**config.mk**
```make
export PLATFORM = sky130hd
export DESIGN_NAME = multicycle_cpu
export DESIGN_NICKNAME = d
export VERILOG_FILES = /design/src/rtl/multicycle_cpu.sv
export SDC_FILE = /design/constraint.sdc
export NUM_CORES = 2
export LEC_CHECK = 0
export ABC_AREA = 0
export BUFFER_PORTS_ARGS = -buffer_cell sky130_fd_sc_hd__buf_2
export CAP_MARGIN = 20
export CORE_ASPECT_RATIO = 0.9
export CORE_MARGIN = 2
export CORE_UTILIZATION = 35
export CTS_CLUSTER_DIAMETER = 100
export DETAILED_ROUTE_END_ITERATION = 8
export SYNTH_ARGS = -nofsm -noshare
export SYNTH_HDL_FRONTEND = slang
export SYNTH_SLANG_ARGS = --single-unit
```
**constraint.sdc**
```tcl
create_clock -name CLK -period 15.65 [get_ports CLK]
set_input_delay 0.7825 -clock CLK [delete_from_list [all_inputs] [get_ports CLK]]
set_output_delay 0.7825 -clock CLK [all_outputs]
set_load 0.02 [all_outputs]
```
**src/rtl/multicycle_cpu.sv**
```systemverilog
// multicycle_cpu
//   Four-state multicycle core (FETCH/DECODE/EXEC/WB, plus HALTED) that runs a
//   small MIPS-like subset: R-type add/sub/and/or/xor/nor/sltu/sllv and addi.
//   Opcode 0x3F stops the core until the next reset.
// Ports
//   CLK, RST_N        clock (posedge) and asynchronous active-low reset
//   IMEM_REQ/ADDR     fetch request and byte address (always the PC)
//   IMEM_RDY/DATA     fetch handshake and instruction word
//   ALU_OUT/OF/ZF     result and flags latched at the end of EXEC
//   RETIRE            one-cycle pulse in WB
//   HALT, DBG_STATE   halted status and raw FSM state code
module multicycle_cpu #(
    parameter int DATA_W = 32,
    parameter int ADDR_W = 8,
    parameter int REG_AW = 5
) (
    input  logic              CLK,
    input  logic              RST_N,
    output logic              IMEM_REQ,
    output logic [ADDR_W-1:0] IMEM_ADDR,
    input  logic              IMEM_RDY,
    input  logic [31:0]       IMEM_DATA,
    output logic [DATA_W-1:0] ALU_OUT,
    output logic              ALU_OF,
    output logic              ALU_ZF,
    output logic              RETIRE,
    output logic              HALT,
    output logic [2:0]        DBG_STATE
);
    localparam int SH_W   = $clog2(DATA_W);
    localparam int NREG   = 2**REG_AW;

    typedef enum logic [2:0] {
        S_FETCH  = 3'd0,
        S_DECODE = 3'd1,
        S_EXEC   = 3'd2,
        S_WB     = 3'd3,
        S_HALTED = 3'd4
    } state_e;

    state_e              state_q, state_d;
    logic [ADDR_W-1:0]   pc_q;
    logic [31:0]         ir_q;
    logic [DATA_W-1:0]   a_q, b_q;
    logic [DATA_W-1:0]   alu_out_q;
    logic                alu_of_q, alu_zf_q;
    logic [DATA_W-1:0]   regs_q [NREG];

    // Instruction fields
    logic [5:0]          op, func;
    logic [REG_AW-1:0]   rs, rt, rd;
    logic [DATA_W-1:0]   imm;
    logic                unused_ir;

    assign op   = ir_q[31:26];
    assign func = ir_q[5:0];
    assign rs   = ir_q[21 +: REG_AW];
    assign rt   = ir_q[16 +: REG_AW];
    assign rd   = ir_q[11 +: REG_AW];
    assign imm  = DATA_W'($signed(ir_q[15:0]));
    assign unused_ir = ^ir_q;

    // Classification: anything not recognised becomes a flag-only no-op
    logic is_addi, is_r, r_ok, wr_en;
    logic [REG_AW-1:0] wr_idx;

    assign is_addi = (op == 6'h08);
    assign is_r    = (op == 6'h00);
    always_comb begin
        r_ok = 1'b0;
        case (func)
            6'h20, 6'h22, 6'h24, 6'h25, 6'h26, 6'h27, 6'h2B, 6'h04: r_ok = 1'b1;
            default: r_ok = 1'b0;
        endcase
    end
    assign wr_en  = is_addi || (is_r && r_ok);
    assign wr_idx = is_addi ? rt : rd;

    // ALU
    logic [DATA_W-1:0] b_op, sum, diff, alu_res;
    logic              of_add, of_sub, alu_of;

    assign b_op   = is_addi ? imm : b_q;
    assign sum    = a_q + b_op;
    assign diff   = a_q - b_q;
    // Signed overflow: operands agree (add) / disagree (sub) in sign but the
    // result's sign differs from A.
    assign of_add = (a_q[DATA_W-1] == b_op[DATA_W-1]) && (sum[DATA_W-1]  != a_q[DATA_W-1]);
    assign of_sub = (a_q[DATA_W-1] != b_q[DATA_W-1])  && (diff[DATA_W-1] != a_q[DATA_W-1]);

    always_comb begin
        alu_res = sum;
        alu_of  = of_add;
        if (is_r && r_ok) begin
            alu_of = 1'b0;
            case (func)
                6'h20: begin alu_res = sum;  alu_of = of_add; end
                6'h22: begin alu_res = diff; alu_of = of_sub; end
                6'h24: alu_res = a_q & b_q;
                6'h25: alu_res = a_q | b_q;
                6'h26: alu_res = a_q ^ b_q;
                6'h27: alu_res = ~(a_q | b_q);
                6'h2B: begin alu_res = '0; alu_res[0] = (a_q < b_q); end
                6'h04: alu_res = b_q << a_q[SH_W-1:0];
                default: alu_res = sum;
            endcase
        end
        // addi and unrecognised encodings both take the add path above
    end

    // FSM
    always_ff @(posedge CLK or negedge RST_N) begin
        if (!RST_N) state_q <= S_FETCH;
        else        state_q <= state_d;
    end

    always_comb begin
        state_d = state_q;
        case (state_q)
            S_FETCH:  if (IMEM_RDY) state_d = S_DECODE;
            S_DECODE: state_d = (op == 6'h3F) ? S_HALTED : S_EXEC;
            S_EXEC:   state_d = S_WB;
            S_WB:     state_d = S_FETCH;
            S_HALTED: state_d = S_HALTED;
            default:  state_d = S_FETCH;
        endcase
    end

    // Datapath
    always_ff @(posedge CLK or negedge RST_N) begin
        if (!RST_N) begin
            pc_q      <= '0;
            ir_q      <= '0;
            a_q       <= '0;
            b_q       <= '0;
            alu_out_q <= '0;
            alu_of_q  <= 1'b0;
            alu_zf_q  <= 1'b0;
            for (int i = 0; i < NREG; i++) regs_q[i] <= '0;
        end else begin
            case (state_q)
                S_FETCH: if (IMEM_RDY) ir_q <= IMEM_DATA;
                S_DECODE: begin
                    a_q <= (rs == '0) ? '0 : regs_q[rs];
                    b_q <= (rt == '0) ? '0 : regs_q[rt];
                end
                S_EXEC: begin
                    alu_out_q <= alu_res;
                    alu_of_q  <= alu_of;
                    alu_zf_q  <= (alu_res == '0);
                end
                S_WB: begin
                    if (wr_en && (wr_idx != '0)) regs_q[wr_idx] <= alu_out_q;
                    pc_q <= pc_q + ADDR_W'(4);
                end
                default: ;
            endcase
        end
    end

    // IMEM_REQ is gated by RST_N so it is low throughout reset.
    assign IMEM_REQ  = RST_N && (state_q == S_FETCH);
    assign IMEM_ADDR = pc_q;
    assign ALU_OUT   = alu_out_q;
    assign ALU_OF    = alu_of_q;
    assign ALU_ZF    = alu_zf_q;
    assign RETIRE    = (state_q == S_WB);
    assign HALT      = (state_q == S_HALTED);
    assign DBG_STATE = state_q;

endmodule

```
# [Word-level counts from Yosys, hierarchy flattened]
# Index checks and enable logic that the tools add are counted.
[totals] input_bits=35 latchBits=0 elab_cells=112 romBits=0 n_memories=0 regBits=1165 ram_bits=0
[op_classes] bitwise_logic=7 div=0 n_mux=21 add_sub_neg=3 magnitude_cmp=5 shift=1 n_mul=0 reduce_logical=16 n_eq_ne=19
[ops] cell="$bwmux 1024" count=1
[ops] cell="$bmux 32 s5" count=2
[ops] cell="$mux 32" count=9
[ops] cell="$pmux 32 s7" count=1
[ops] cell="$demux 32 s5" count=1
[ops] cell="$eq 6x6->1 const B" count=8
[ops] cell="$add 32x32->32" count=1
[ops] cell="$and 32x32->32" count=1
[ops] cell="$logic_not 32->1" count=1
[ops] cell="$lt 32x32->1" count=1
[ops] cell="$not 32->32" count=1
[ops] cell="$or 32x32->32" count=1
[ops] cell="$shl 32x5->32" count=1
[ops] cell="$sub 32x32->32" count=1
[ops] cell="$xor 32x32->32" count=1
[ops] cell="$ge 6x6->1 const B" count=3
[ops] cell="$not 5->6" count=3
[ops] cell="$pmux 3 s4" count=1
[ops] cell="$logic_not 5->1" count=2
[ops] cell="$add 8x3->8 const B" count=1
[ops] cell="$reduce_or 8->1" count=1
[ops] cell="$eq 3x2->1 const B" count=2
[ops] cell="$eq 6x3->1 const B" count=1
[ops] cell="$eq 6x4->1 const B" count=1
[ops] cell="16 further kinds" count=26

# [Logic depth before layout (Yosys ltp)]
[logic_depth] word_depth=8 ltp_mapped=20

# [Worst setup path after synthesis]
# Ideal clock, no wire load.
[synth_timing] path_kind="register -> register" start="register ir_q[31]" end="register alu_zf_q, in the netlist ALU_ZF" path_buffers=3 t_arrival_ns=4.857 t_required_ns=15.529 stages_incl_launch_ff=21 path_slack_ns=10.672 cell_sequence="dfrtp_1 or4_4 nor2_1 nand2_1 clkbuf_1 clkbuf_1 buf_1 mux2_2 ha_1 fa_1 a211oi_1 o21ai_1 a311o_1 a31oi_1 o311ai_1 a21oi_1 and4b_1 a2111oi_0 o22ai_1 o211ai_1 o21ai_1"
[synth_between] elab_chain_cells=6 elab_cells_between_ends=8 cone_classes="1 x add/sub; 1 x eq/ne; 3 x mux; 3 x reduce/logical"
[synth_rtl] item="from (decl)" line="43" source="logic [31:0] ir_q;"
[synth_rtl] item="from (signal assigned)" line="133" source="ir_q <= '0;"
[synth_rtl] item="from (signal assigned)" line="142" source="S_FETCH: if (IMEM_RDY) ir_q <= IMEM_DATA;"
[synth_rtl] item="$eq 6x4->1" line="67" source="assign is_addi = (op == 6'h08);"
[synth_rtl] item="$mux 32" line="83" source="assign b_op = is_addi ? imm : b_q;"
[synth_rtl] item="$add 32x32->32" line="84" source="assign sum = a_q + b_op;"
[synth_rtl] item="$pmux 32 s7" line="96" source="case (func)"
[synth_rtl] item="$mux 32 (*)" line="94" source="if (is_r && r_ok) begin"
[synth_rtl] item="$logic_not 32->1 (*)" line="150" source="alu_zf_q <= (alu_res == '0);"
[synth_rtl] item="to (signal assigned)" line="150"
[synth_rtl] item="to (decl)" line="46" source="logic alu_of_q, alu_zf_q;"
# Mark *: on every way between the ends. The rest lies on a longest branch, timed or not.
# A chain may end at the register's enable or synchronous reset.

# [Final worst setup path]
[layout_timing] start="register a_q[1]" end="register alu_zf_q, in the netlist ALU_ZF"
[layout_between] elab_chain_cells=5 elab_cells_between_ends=11 cone_classes="2 x add/sub; 1 x order compare; 1 x shift; 2 x mux; 4 x bitwise; 1 x reduce/logical"
[layout_rtl] item="from (decl)" line="44" source="logic [DATA_W-1:0] a_q, b_q;"
[layout_rtl] item="from (signal assigned)" line="144" source="a_q <= (rs == '0) ? '0 : regs_q[rs];"
[layout_rtl] item="branches (longest 3 deep; another with $add 32x32->32)"
[layout_rtl] item="$mux 32 (*)" line="94"
[layout_rtl] item="$logic_not 32->1 (*)" line="150"
# Mark *: on every way between the ends.

==> run_results.csv <==
group,metric,value,unit
logic_synthesis,seq_area_frac_synth,0.431,
sta,fmax,180,MHz
grt,grt_max_degree,177,
clocking,cts_resized,0,
pwr,irDropWorstVdd,0.000147,V
finish,regArea,29100,µm²
drt,vias,48800,
clocking,cts_sinks,1163,
setup_path,r2r-end,"ALU_ZF",
flow_run,drv_cap,0,
place,portBuffers,80,
pwr,power_density,158,nW/µm²
drt,firstDrtPassIters,6,
grt,antenna_found_initial,11,
grt,use_met2,0.360,
finish,instances_no_fill,7805,
clocking,post_cts_buffers,0,
grt,gr-usage-met1,0.340,
place,dp_cells,7591,
sta,layout_min_cycle_time,5560,ps
grt,overflow,0,
setup_path,crit_required,16340,ps
sta,relSlewSlack,0.219,
setup_path,r2r-start,"a_q[1]",
clocking,clk_latency,780,ps
setup_path,r2r.worst_path.cells,14,
pwr,leakage,0.0341,µW
grt,grt_pass1_vias,47800,
drt,avgRoutedWirePerCell,30.5,µm
grt,met3_usage,0.0506,
floorplan,core_area,191000,µm²
finish,layout.nets,5344,
setup_path,path_max_fanout,48,
sta,grt_setup_unrepaired,"false",
drt,drc_errors,0,
place,place_area,70400,µm²
setup_path,critPathLaunch,"a_q[1]",
sta,tightest_slew,1160,ps
floorplan,dieArea,197000,µm²
sta,finalClockSkew,37.7,ps
setup_path,worstSetupPathType,"register to register",
sta,hold_viol_final,0,
logic_synthesis,ys_types,89,
logic_synthesis,synthCells,5361,
sta,finalSetupViolCount,0,
floorplan,rows,152,
clocking,clk_pin_slew,60,ps
hold_path,hold_class,"input pin to async pin",
sta,setup_tns,0,ps
finish,nFillCells,18200,
floorplan,io_pins,83,
logic_synthesis,synthArstFlopShare,1.00,
finish,syn2layout_area_growth,10.1,%
run_status,status,"completed",
drt,drtIter0Drc,5225,
finish,multi_input_area,36200,µm²
drt,drt-total-wl,238000,µm
grt,grt_first_pass_wirelength,345000,µm
floorplan,die_w,467,µm
floorplan,start_util,0.353,
setup_path,r2r_slack,10090,ps
drt,antenna_left,0,
drt,vias_per_cell,6.25,
floorplan,die_y,421,µm
place,place_hpwl,145000,µm
setup_path,cp-end-kind,"register",
setup_path,cp-endpoint,"ALU_ZF",
sta,period_share,0.355,
grt,top_usage_layer,"met2",
logic_synthesis,ys_ff_latch,1163,
logic_synthesis,ys.flop_type,"dfrtp_1",
finish,drive_gt1_frac,0.384,
place,globalplace.congestion,1.02,
finish,final_util,0.389,
clocking,cts_buffers,121,
grt,grt_use_total,0.238,
setup_path,start_kind,"register",
setup_path,crit_arrival,6240,ps
clocking,cts_tree,"yes",
clocking,clockBufferDepth,3,
clocking,root_buffer,"clkbuf_16",
sta,slew_viol_final,0,
logic_synthesis,synth_area_per_cell,12.6,µm²
finish,design_area,74400,µm²
clocking,cts_max_level,3,
clocking,cts_hold_buf,0,
logic_synthesis,synth_area,67600,µm²
logic_synthesis,yosysWarnings,0,
logic_synthesis,synth_edf_count,0,
sta,hold_slack,12.7,ps
## through the flow
step / total power, µW / worst slack, ps
2_1_floorplan: 6820 / 10670
3_3_place_gp: 8750 / 10240
3_5_place_dp: 8760 / 10310
6_report: 11800 / 10090
5_1_grt: 12200 / 9830
4_1_cts: 11700 / 10280
## cells in the mapped netlist (15+ instances only)
cell	number	share of area
a211oi_1	17	0.0019
a21o_1	29	0.0032
a21oi_1	283	0.021
a221oi_1	33	0.0043
a31oi_1	15	0.0014
buf_1	118	0.0066
buf_2	85	0.0063
clkbuf_1	318	0.018
dfrtp_1	1163	0.43
ha_1	131	0.024
inv_1	104	0.0058
mux2_2	1144	0.19
mux2i_1	310	0.046
mux4_2	407	0.14
nand2_1	173	0.0096
nand3_1	28	0.0021
nor2_1	172	0.0096
nor2b_1	19	0.0018
nor3_1	61	0.0045
o211ai_1	39	0.0043
o21a_1	20	0.0022
o21ai_0	188	0.014
o221ai_1	81	0.010
o22ai_1	155	0.014
o31ai_1	21	0.0023
xnor2_1	35	0.0045
## flip-flops by register name, indices dropped and copies added, names as in the netlist
signal	cells
ir_q	32
regs_q	1024
ALU_OUT	32
ALU_OF	1
ALU_ZF	1
b_q	32
IMEM_ADDR	6
DBG_STATE	3
a_q	32
## placed cells by master, fill, tap and decap left out, types with 9 or more instances in the layout
| master | Yosys | final |
|---|---|---|
| and3_1 | 9 | 9 |
| o22ai_1 | 155 | 155 |
| nor2b_1 | 19 | 17 |
| o21a_1 | 20 | 20 |
| o221ai_1 | 81 | 81 |
| clkbuf_16 | 0 | 123 |
| a31oi_1 | 15 | 15 |
| nand3_1 | 28 | 28 |
| a221oi_1 | 33 | 33 |
| clkbuf_8 | 0 | 34 |
| nand4_1 | 14 | 14 |
| o21ai_0 | 188 | 188 |
| and2_1 | 11 | 9 |
| dfrtp_1 | 1163 | 1149 |
| o31ai_1 | 21 | 20 |
| nand2_2 | 0 | 25 |
| mux2i_1 | 310 | 310 |
| nor4_1 | 11 | 11 |
| xor2_1 | 11 | 11 |
| xnor2_1 | 35 | 35 |
| clkbuf_1 | 318 | 32 |
| buf_2 | 85 | 79 |
| o21ai_1 | 12 | 12 |
| nor2_1 | 172 | 172 |
| dfrtp_4 | 0 | 11 |
| nand2_1 | 173 | 140 |
| buf_4 | 2 | 127 |
| a21oi_1 | 283 | 283 |
| mux2_2 | 1144 | 1144 |
| mux4_2 | 407 | 407 |
| o211ai_1 | 39 | 39 |
| inv_1 | 104 | 104 |
| nor3_1 | 61 | 61 |
| a211oi_1 | 17 | 17 |
| ha_1 | 131 | 131 |
| nand2b_1 | 11 | 10 |
| a21o_1 | 29 | 29 |
## worst min path at each step
stage | startpoint | end | slack (ps) | cells past startpoint
after floorplan | regs_q[1000] | regs_q[1000] | 450 | 1
after global placement | regs_q[994] | regs_q[994] | 380 | 0
after detailed placement | regs_q[1006] | regs_q[1006] | 380 | 0
after CTS | RST_N | IMEM_ADDR[4] | 20 | 1
after global routing | RST_N | IMEM_ADDR[4] | 40 | 1
final | RST_N | IMEM_ADDR[4] | 10 | 1
## area by class of cell
class | instances | share of cell area
flip-flops and latches | 1163 | 0.392
diodes | 1 | 0.0000336
clock buffers | 189 | 0.0493
repair buffers | 216 | 0.0209
multi-input cells | 3567 | 0.486
inverters | 107 | 0.00540
well taps | 2541 | 0.0427
clock inverters | 21 | 0.00377
## cell families (layout without fill, tap and decap cells)
group | count (synthesis) | count (layout) | synth area share
multiplexers | 1865 | 1865 | 0.373
AND/OR/NAND/NOR | 551 | 551 | 0.0377
flip-flops | 1163 | 1163 | 0.431
adder cells (fa/ha/maj) | 133 | 133 | 0.0248
other | 1 | 3 | 0.0000555
AO/OA/AOI/OAI | 970 | 970 | 0.0909
buffers and inverters | 632 | 533 | 0.0370
XOR/XNOR | 46 | 46 | 0.00596
## report_power, final
group / leakage, µW / switching, µW / internal, µW
Sequential: 0.0161 / 453 / 3170
Clock: 0.00194 / 1270 / 1660
Combinational: 0.0160 / 3500 / 1720
Total: 0.0341 / 5220 / 6540
## metal layers
metal	vias up	routed length [µm]
met5	-	80
met3	501	20700
met1	25900	104000
met4	10	8740
li1	20000	-
met2	2330	105000
## worst max-delay path: stages, from the launching register on
cell and delay (ps):
dfrtp_2 340, buf_4 540, inv_1 500, fa_1 550
o21bai_1 300, nand3_1 220, a21oi_1 310, o211ai_1 370
a21oi_1 600, a31oi_1 260, a2111oi_0 820, o211ai_1 200
o21ai_0 160, o211ai_1 160, o21ai_1 140
Power figures use the tool's default switching activity.
